==> src/rtl/dmem_resp_pkg.sv <==
// Shared types and defaults for the dmem_responder data-memory slave.
// Address checking is enabled by defining DMEM_RESP_ERR_EN.
package dmem_resp_pkg;

   localparam int DEF_DEPTH       = 64;
   localparam int DEF_WAIT_STATES = 2;
   localparam int CNT_W           = 4;   // holds WAIT_STATES-1 for WAIT_STATES up to 15

   typedef enum logic [1:0] {
      IDLE = 2'd0,
      WAIT = 2'd1,
      RESP = 2'd2
   } state_t;

   // Misaligned or past the end of storage.
   function automatic logic addr_bad(input logic [31:0] addr, input int depth);
      return (addr[1:0] != 2'b00) || (addr >= 32'(4 * depth));
   endfunction

endpackage

==> src/rtl/dmem_resp_array.sv <==
// Single-port word storage: synchronous write, registered read, no reset on contents.
module dmem_resp_array #(
   parameter int DEPTH = 64,
   parameter int AW    = 6
) (
   input  logic          clk,
   input  logic          en,
   input  logic          we,
   input  logic [AW-1:0] addr,
   input  logic [31:0]   wdata,
   output logic [31:0]   rdata
);

   logic [31:0] mem [DEPTH];

   always_ff @(posedge clk) begin
      if (en) begin
         if (we) mem[addr] <= wdata;
         else    rdata     <= mem[addr];
      end
   end

endmodule

==> src/rtl/dmem_responder.sv <==
// Data-memory responder: one request in flight, fixed WAIT_STATES latency.
// Define DMEM_RESP_ERR_EN to reject misaligned / out-of-range addresses.
module dmem_responder
   import dmem_resp_pkg::*;
#(
   parameter int DEPTH       = DEF_DEPTH,
   parameter int WAIT_STATES = DEF_WAIT_STATES
) (
   input  logic        clk,
   input  logic        reset,
   input  logic        req_valid,
   output logic        req_ready,
   input  logic        req_we,
   input  logic [31:0] req_addr,
   input  logic [31:0] req_wdata,
   output logic        resp_valid,
   input  logic        resp_ready,
   output logic [31:0] resp_rdata,
   output logic        resp_err
);

   localparam int AW      = $clog2(DEPTH);
   localparam bit NO_WAIT = (WAIT_STATES == 0);

   state_t           state;
   logic [CNT_W-1:0] cnt;
   logic             we_q;
   logic [AW-1:0]    idx_q;
   logic [31:0]      wdata_q;
   logic             err_q;
   logic             valid_q;
   logic             err_r;
   logic             rd_sel;

   logic             in_err;
   logic             accept;
   logic             go_now;
   logic             go_wait;
   logic             arr_en;
   logic             arr_we;
   logic [AW-1:0]    arr_addr;
   logic [31:0]      arr_wdata;
   logic [31:0]      arr_rdata;

`ifdef DMEM_RESP_ERR_EN
   assign in_err = addr_bad(req_addr, DEPTH);
`else
   assign in_err = 1'b0;
   logic unused_addr_bits;
   assign unused_addr_bits = ^{req_addr[31:AW+2], req_addr[1:0]};
`endif

   // Registered state only; reset masks it so nothing is accepted during reset.
   assign req_ready = (state == IDLE) && !reset;
   assign accept    = req_valid && req_ready;

   // The array is accessed on the edge that enters RESP. With no wait states
   // that is the accept edge itself, so the live request drives the array.
   assign go_now  = NO_WAIT && (state == IDLE) && accept;
   assign go_wait = (state == WAIT) && (cnt == '0);

   assign arr_en    = !reset && ((go_now && !in_err) || (go_wait && !err_q));
   assign arr_we    = go_now ? req_we               : we_q;
   assign arr_addr  = go_now ? req_addr[AW+1:2]     : idx_q;
   assign arr_wdata = go_now ? req_wdata            : wdata_q;

   dmem_resp_array #(
      .DEPTH (DEPTH),
      .AW    (AW)
   ) u_array (
      .clk   (clk),
      .en    (arr_en),
      .we    (arr_we),
      .addr  (arr_addr),
      .wdata (arr_wdata),
      .rdata (arr_rdata)
   );

   always_ff @(posedge clk) begin
      if (reset) begin
         state   <= IDLE;
         cnt     <= '0;
         we_q    <= 1'b0;
         idx_q   <= '0;
         wdata_q <= '0;
         err_q   <= 1'b0;
         valid_q <= 1'b0;
         err_r   <= 1'b0;
         rd_sel  <= 1'b0;
      end else begin
         case (state)
            IDLE: begin
               if (accept) begin
                  we_q    <= req_we;
                  idx_q   <= req_addr[AW+1:2];
                  wdata_q <= req_wdata;
                  err_q   <= in_err;
                  if (NO_WAIT) begin
                     state   <= RESP;
                     valid_q <= 1'b1;
                     err_r   <= in_err;
                     rd_sel  <= !req_we && !in_err;
                  end else begin
                     state <= WAIT;
                     cnt   <= CNT_W'(WAIT_STATES - 1);
                  end
               end
            end
            WAIT: begin
               if (cnt == '0) begin
                  state   <= RESP;
                  valid_q <= 1'b1;
                  err_r   <= err_q;
                  rd_sel  <= !we_q && !err_q;
               end else begin
                  cnt <= cnt - 1'b1;
               end
            end
            RESP: begin
               if (resp_ready) begin
                  state   <= IDLE;
                  valid_q <= 1'b0;
                  err_r   <= 1'b0;
                  rd_sel  <= 1'b0;
               end
            end
            default: state <= IDLE;
         endcase
      end
   end

   // rd_sel is only set alongside valid_q, so data reads as 0 outside RESP
   // and for writes / rejected requests.
   assign resp_valid = valid_q;
   assign resp_err   = err_r;
   assign resp_rdata = rd_sel ? arr_rdata : 32'h0;

endmodule

==> config.mk <==
export PLATFORM = sky130hd
export DESIGN_NAME = dmem_responder
export DESIGN_NICKNAME = d
export VERILOG_FILES = /design/src/rtl/dmem_resp_pkg.sv /design/src/rtl/dmem_resp_array.sv /design/src/rtl/dmem_responder.sv
export SDC_FILE = /design/constraint.sdc
export NUM_CORES = 2
export LEC_CHECK = 0
export BUFFER_PORTS_ARGS = -buffer_cell sky130_fd_sc_hd__buf_2
export CAP_MARGIN = 40
export CORE_AREA = 2 2 385 387
export DETAILED_ROUTE_END_ITERATION = 6
export DIE_AREA = 0 0 387 389
export GPL_ROUTABILITY_DRIVEN = 0
export PLACE_DENSITY = 0.71
export SYNTH_ARGS = -nofsm -noshare
export SYNTH_HDL_FRONTEND = slang
export SYNTH_SLANG_ARGS = --single-unit
==> constraint.sdc <==
create_clock -name clk -period 12 [get_ports clk]
set_clock_uncertainty 0.05 [all_clocks]
set_input_delay 1.8 -clock clk [delete_from_list [all_inputs] [get_ports clk]]
set_output_delay 1.8 -clock clk [all_outputs]
set_load 0.01 [all_outputs]
==> results.sh <==
export IMPL_num_rows=141
export IMPL_p_leak_nw=28.3
export IMPL_fillCellCount=9977
export IMPL_ys_types=60
export IMPL_clkLatencyLatePin_ps=870
export IMPL_cts_tree="built"
export IMPL_cts_buffers=204
export IMPL_syn_nets=4552
export IMPL_cts_root_buf="clkbuf_16"
export IMPL_violations="DRC"
export IMPL_tns_ps=0
export IMPL_ys_async_sr_fraction_pct=0
export IMPL_wl_mm=216
export IMPL_synth_area_mm2=0.0801
export IMPL_tightest_slew_ps=1150
export IMPL_core_area_mm2=0.147
export IMPL_min_period_ps=5340
export IMPL_htreeDepth=4
export IMPL_rr_endpoint="u_array.rdata[24]$_DFFE_PP_"
export IMPL_port_buffers=76
export IMPL_reg2reg_slack_ps=6660
export IMPL_initial_core_util_pct=54.6
export IMPL_cp_end_kind="flop"
export IMPL_grt_pass1_wl_mm=310
export IMPL_r2r_start="arr_addr[2]$_SDFFE_PP0P_"
export IMPL_min_path_cells=1
export IMPL_drt_pass1_iterations=7
export IMPL_die_area_mm2=0.151
export IMPL_globalRouteOverflowTotal=0
export IMPL_r2r_cells=10
export IMPL_status="complete, but fails checks"
export IMPL_fp_dieW_um=387
export IMPL_dpl_hpwl_mm=118
export IMPL_syn_area_per_cell_um2=17.9
export IMPL_vias=46000
export IMPL_worstSetupPathType="flop to flop"
export IMPL_min_path_type="flop to flop"
export IMPL_drc=2
export IMPL_finalPower_mw=16.2
export IMPL_cts_setup_buffers=0
export IMPL_setup_violations_final=0
export IMPL_clk_path_buf_depth=3
export IMPL_max_slew_margin_pct=23.1
export IMPL_yosysWarnings=0
export IMPL_drv_slew=0
export IMPL_cts_hold_buf=0
export IMPL_cp_start_kind="flop"
export IMPL_cp_required_ps=12510
export IMPL_syn_inst=4482
export IMPL_wl_per_cell_um=32.2
export IMPL_vdd_drop_max_mv=0.158
export IMPL_layout_common_cells="edfxtp_1, a221oi_1, a22oi_1"
export IMPL_via_per_inst=6.85
export IMPL_max_freq_ghz=0.187
export IMPL_drt_initial_drc_count=7488
export IMPL_synth_seq_cells=2127
export IMPL_track_usage_pct=28.4
export IMPL_antenna_left=0
export IMPL_die_h_um=389
export IMPL_powerDensity_mw_per_mm2=180
export IMPL_layout_setup_ws_ps=6660
export IMPL_clk_pin_slew_ps=60
export IMPL_io_pins=104
export IMPL_drive_above_1_share_pct=16.6
export IMPL_fin_crit_sh_pct=44.5
export IMPL_cap_violations=0
export IMPL_crit_fanout=132
export IMPL_grt_start_max_net_pins=133
export IMPL_worstHoldStart="arr_wdata[23]$_SDFFE_PP0P_"
export IMPL_final_nets=4679
export IMPL_cts_resized=0
export IMPL_crit_arrival_ps=5850
export IMPL_synth_seq_area_share_pct=79.2
export IMPL_synthFlopType="edfxtp_1"
export IMPL_grt_pass1_vias=44400
export IMPL_area_growth_pct=12.6
export IMPL_rsz0062_at_grt="false"
export IMPL_final_common_cell="edfxtp_1"
export IMPL_synth_edf_count=2080
export IMPL_cts_sinks=2127
export IMPL_antenna_found_initial=5
export IMPL_finalHoldViolCount=0
export IMPL_whs_endpoint="arr_wdata[23]$_SDFFE_PP0P_"
export IMPL_place_ws_ps=6800
==> layout make-up <==
type,count,area [um2],share of cell area [%]
Sequential cell,2127,63500,70.4
Multi-Input combinational cell,2010,15700,17.5
Clock buffer,257,5390,5.98
Tap cell,1930,2410,2.68
Timing Repair Buffer,262,2130,2.36
Clock inverter,115,1020,1.13
Inverter,4,20.0,0.0222
Antenna cell,2,5.00,0.00555
==> power by group <==
group	switching, mW	leakage [nW]	internal [mW]
Clock	2.74	3.11	3.42
Combinational	1.13	5.74	0.499
Sequential	0.0710	19.5	8.33
Total	3.94	28.3	12.3
==> critical path, stage by stage, from the launching register on <==
cell,delay [ps]
dfxtp_4,740
buf_12,410
buf_4,560
nor2b_4,90
buf_12,190
buf_12,190
a221oi_1,480
a21oi_1,100
o21ai_0,630
nand4_1,600
or3_1,640
==> cells by family after synthesis <==
kind of cell,synth area share (%)
compound gates,11.8
other cells,0.00468
simple gates,2.90
flops,79.2
xor+xnor,0.0219
buf+inv,1.87
fa+ha+maj,0.0156
mux,4.17
==> routing by layer <==
metal | global-route usage [%] | share of wire (%) | vias to the layer above
met5 | 0 | 0.0023 | -
met4 | 12.2 | 4.3 | 2
met3 | 5.59 | 11 | 431
met2 | 43.7 | 47 | 3108
met1 | 40.1 | 38 | 23400
li1 | - | - | 19000
==> through the flow <==
step	instances	instance area [um2]	utilization [%]	hold WS, ps
3_3_place_gp	6296	83200	56.8	400
4_1_cts	6705	90200	61.5	419
3_5_place_dp	6333	83800	57.1	404
6_report	6707	90200	61.5	417
5_1_grt	6706	90200	61.5	427
2_1_floorplan	4482	80100	-	438
==> sequential cells by signal, indices dropped and copies added, names as in the netlist <==
signal and flops:
arr_wdata 32, rd_sel 1, cnt 4, u_array.rdata 32
resp_valid 1, state 2, arr_addr 6, arr_we 1
u_array.mem 2048
==> synth_stat cells, types with 3 or more instances <==
| cell type | n | area, um2 |
|---|---|---|
| buf_1 | 32 | 120 |
| nand3_1 | 9 | 45.0 |
| a211oi_1 | 4 | 30.0 |
| a221oi_1 | 386 | 3380 |
| nor2b_1 | 21 | 131 |
| and3_1 | 16 | 100 |
| buf_4 | 16 | 120 |
| a21oi_1 | 175 | 876 |
| dfxtp_1 | 47 | 941 |
| o22ai_1 | 78 | 488 |
| a22oi_1 | 272 | 2040 |
| nor3_1 | 18 | 90.1 |
| inv_1 | 3 | 11.3 |
| a221o_1 | 13 | 130 |
| nand4_1 | 30 | 188 |
| mux2_2 | 34 | 383 |
| nand2b_1 | 5 | 31.3 |
| or3_1 | 16 | 100 |
| mux2i_1 | 115 | 1150 |
| nor4_1 | 16 | 100 |
| nand2_1 | 60 | 225 |
| a31o_2 | 14 | 123 |
| o221ai_1 | 18 | 158 |
| o21a_1 | 16 | 120 |
| edfxtp_1 | 2080 | 62500 |
| clkbuf_1 | 192 | 721 |
| mux4_2 | 79 | 1780 |
| o21ai_1 | 6 | 30.0 |
| nand3b_1 | 3 | 22.5 |
| buf_2 | 99 | 495 |
| or4_1 | 3 | 22.5 |
| nor2_1 | 246 | 923 |
| and2_1 | 38 | 238 |
| o21ai_0 | 153 | 766 |
| a22o_1 | 112 | 981 |
| a222oi_1 | 14 | 140 |
| o211a_1 | 14 | 140 |
==> worst max-delay path by stage <==
| stage | depth (start not counted) | endpoint | from | slack, ps |
|---|---|---|---|---|
| after detailed placement | 10 | u_array.rdata[24]$_DFFE_PP_ | arr_addr[2]$_SDFFE_PP0P_ | 6800 |
| after global placement | 6 | u_array.mem[3][14]$_DFFE_PP_ | reset | 6670 |
| after CTS | 10 | u_array.rdata[24]$_DFFE_PP_ | arr_addr[2]$_SDFFE_PP0P_ | 6730 |
| after global routing | 9 | u_array.rdata[13]$_DFFE_PP_ | arr_addr[2]$_SDFFE_PP0P_ | 6570 |
| final | 10 | u_array.rdata[24]$_DFFE_PP_ | arr_addr[2]$_SDFFE_PP0P_ | 6660 |
| after floorplan | 2 | u_array.rdata[0]$_DFFE_PP_ | reset | 6330 |
Power figures use the tool's default switching activity.
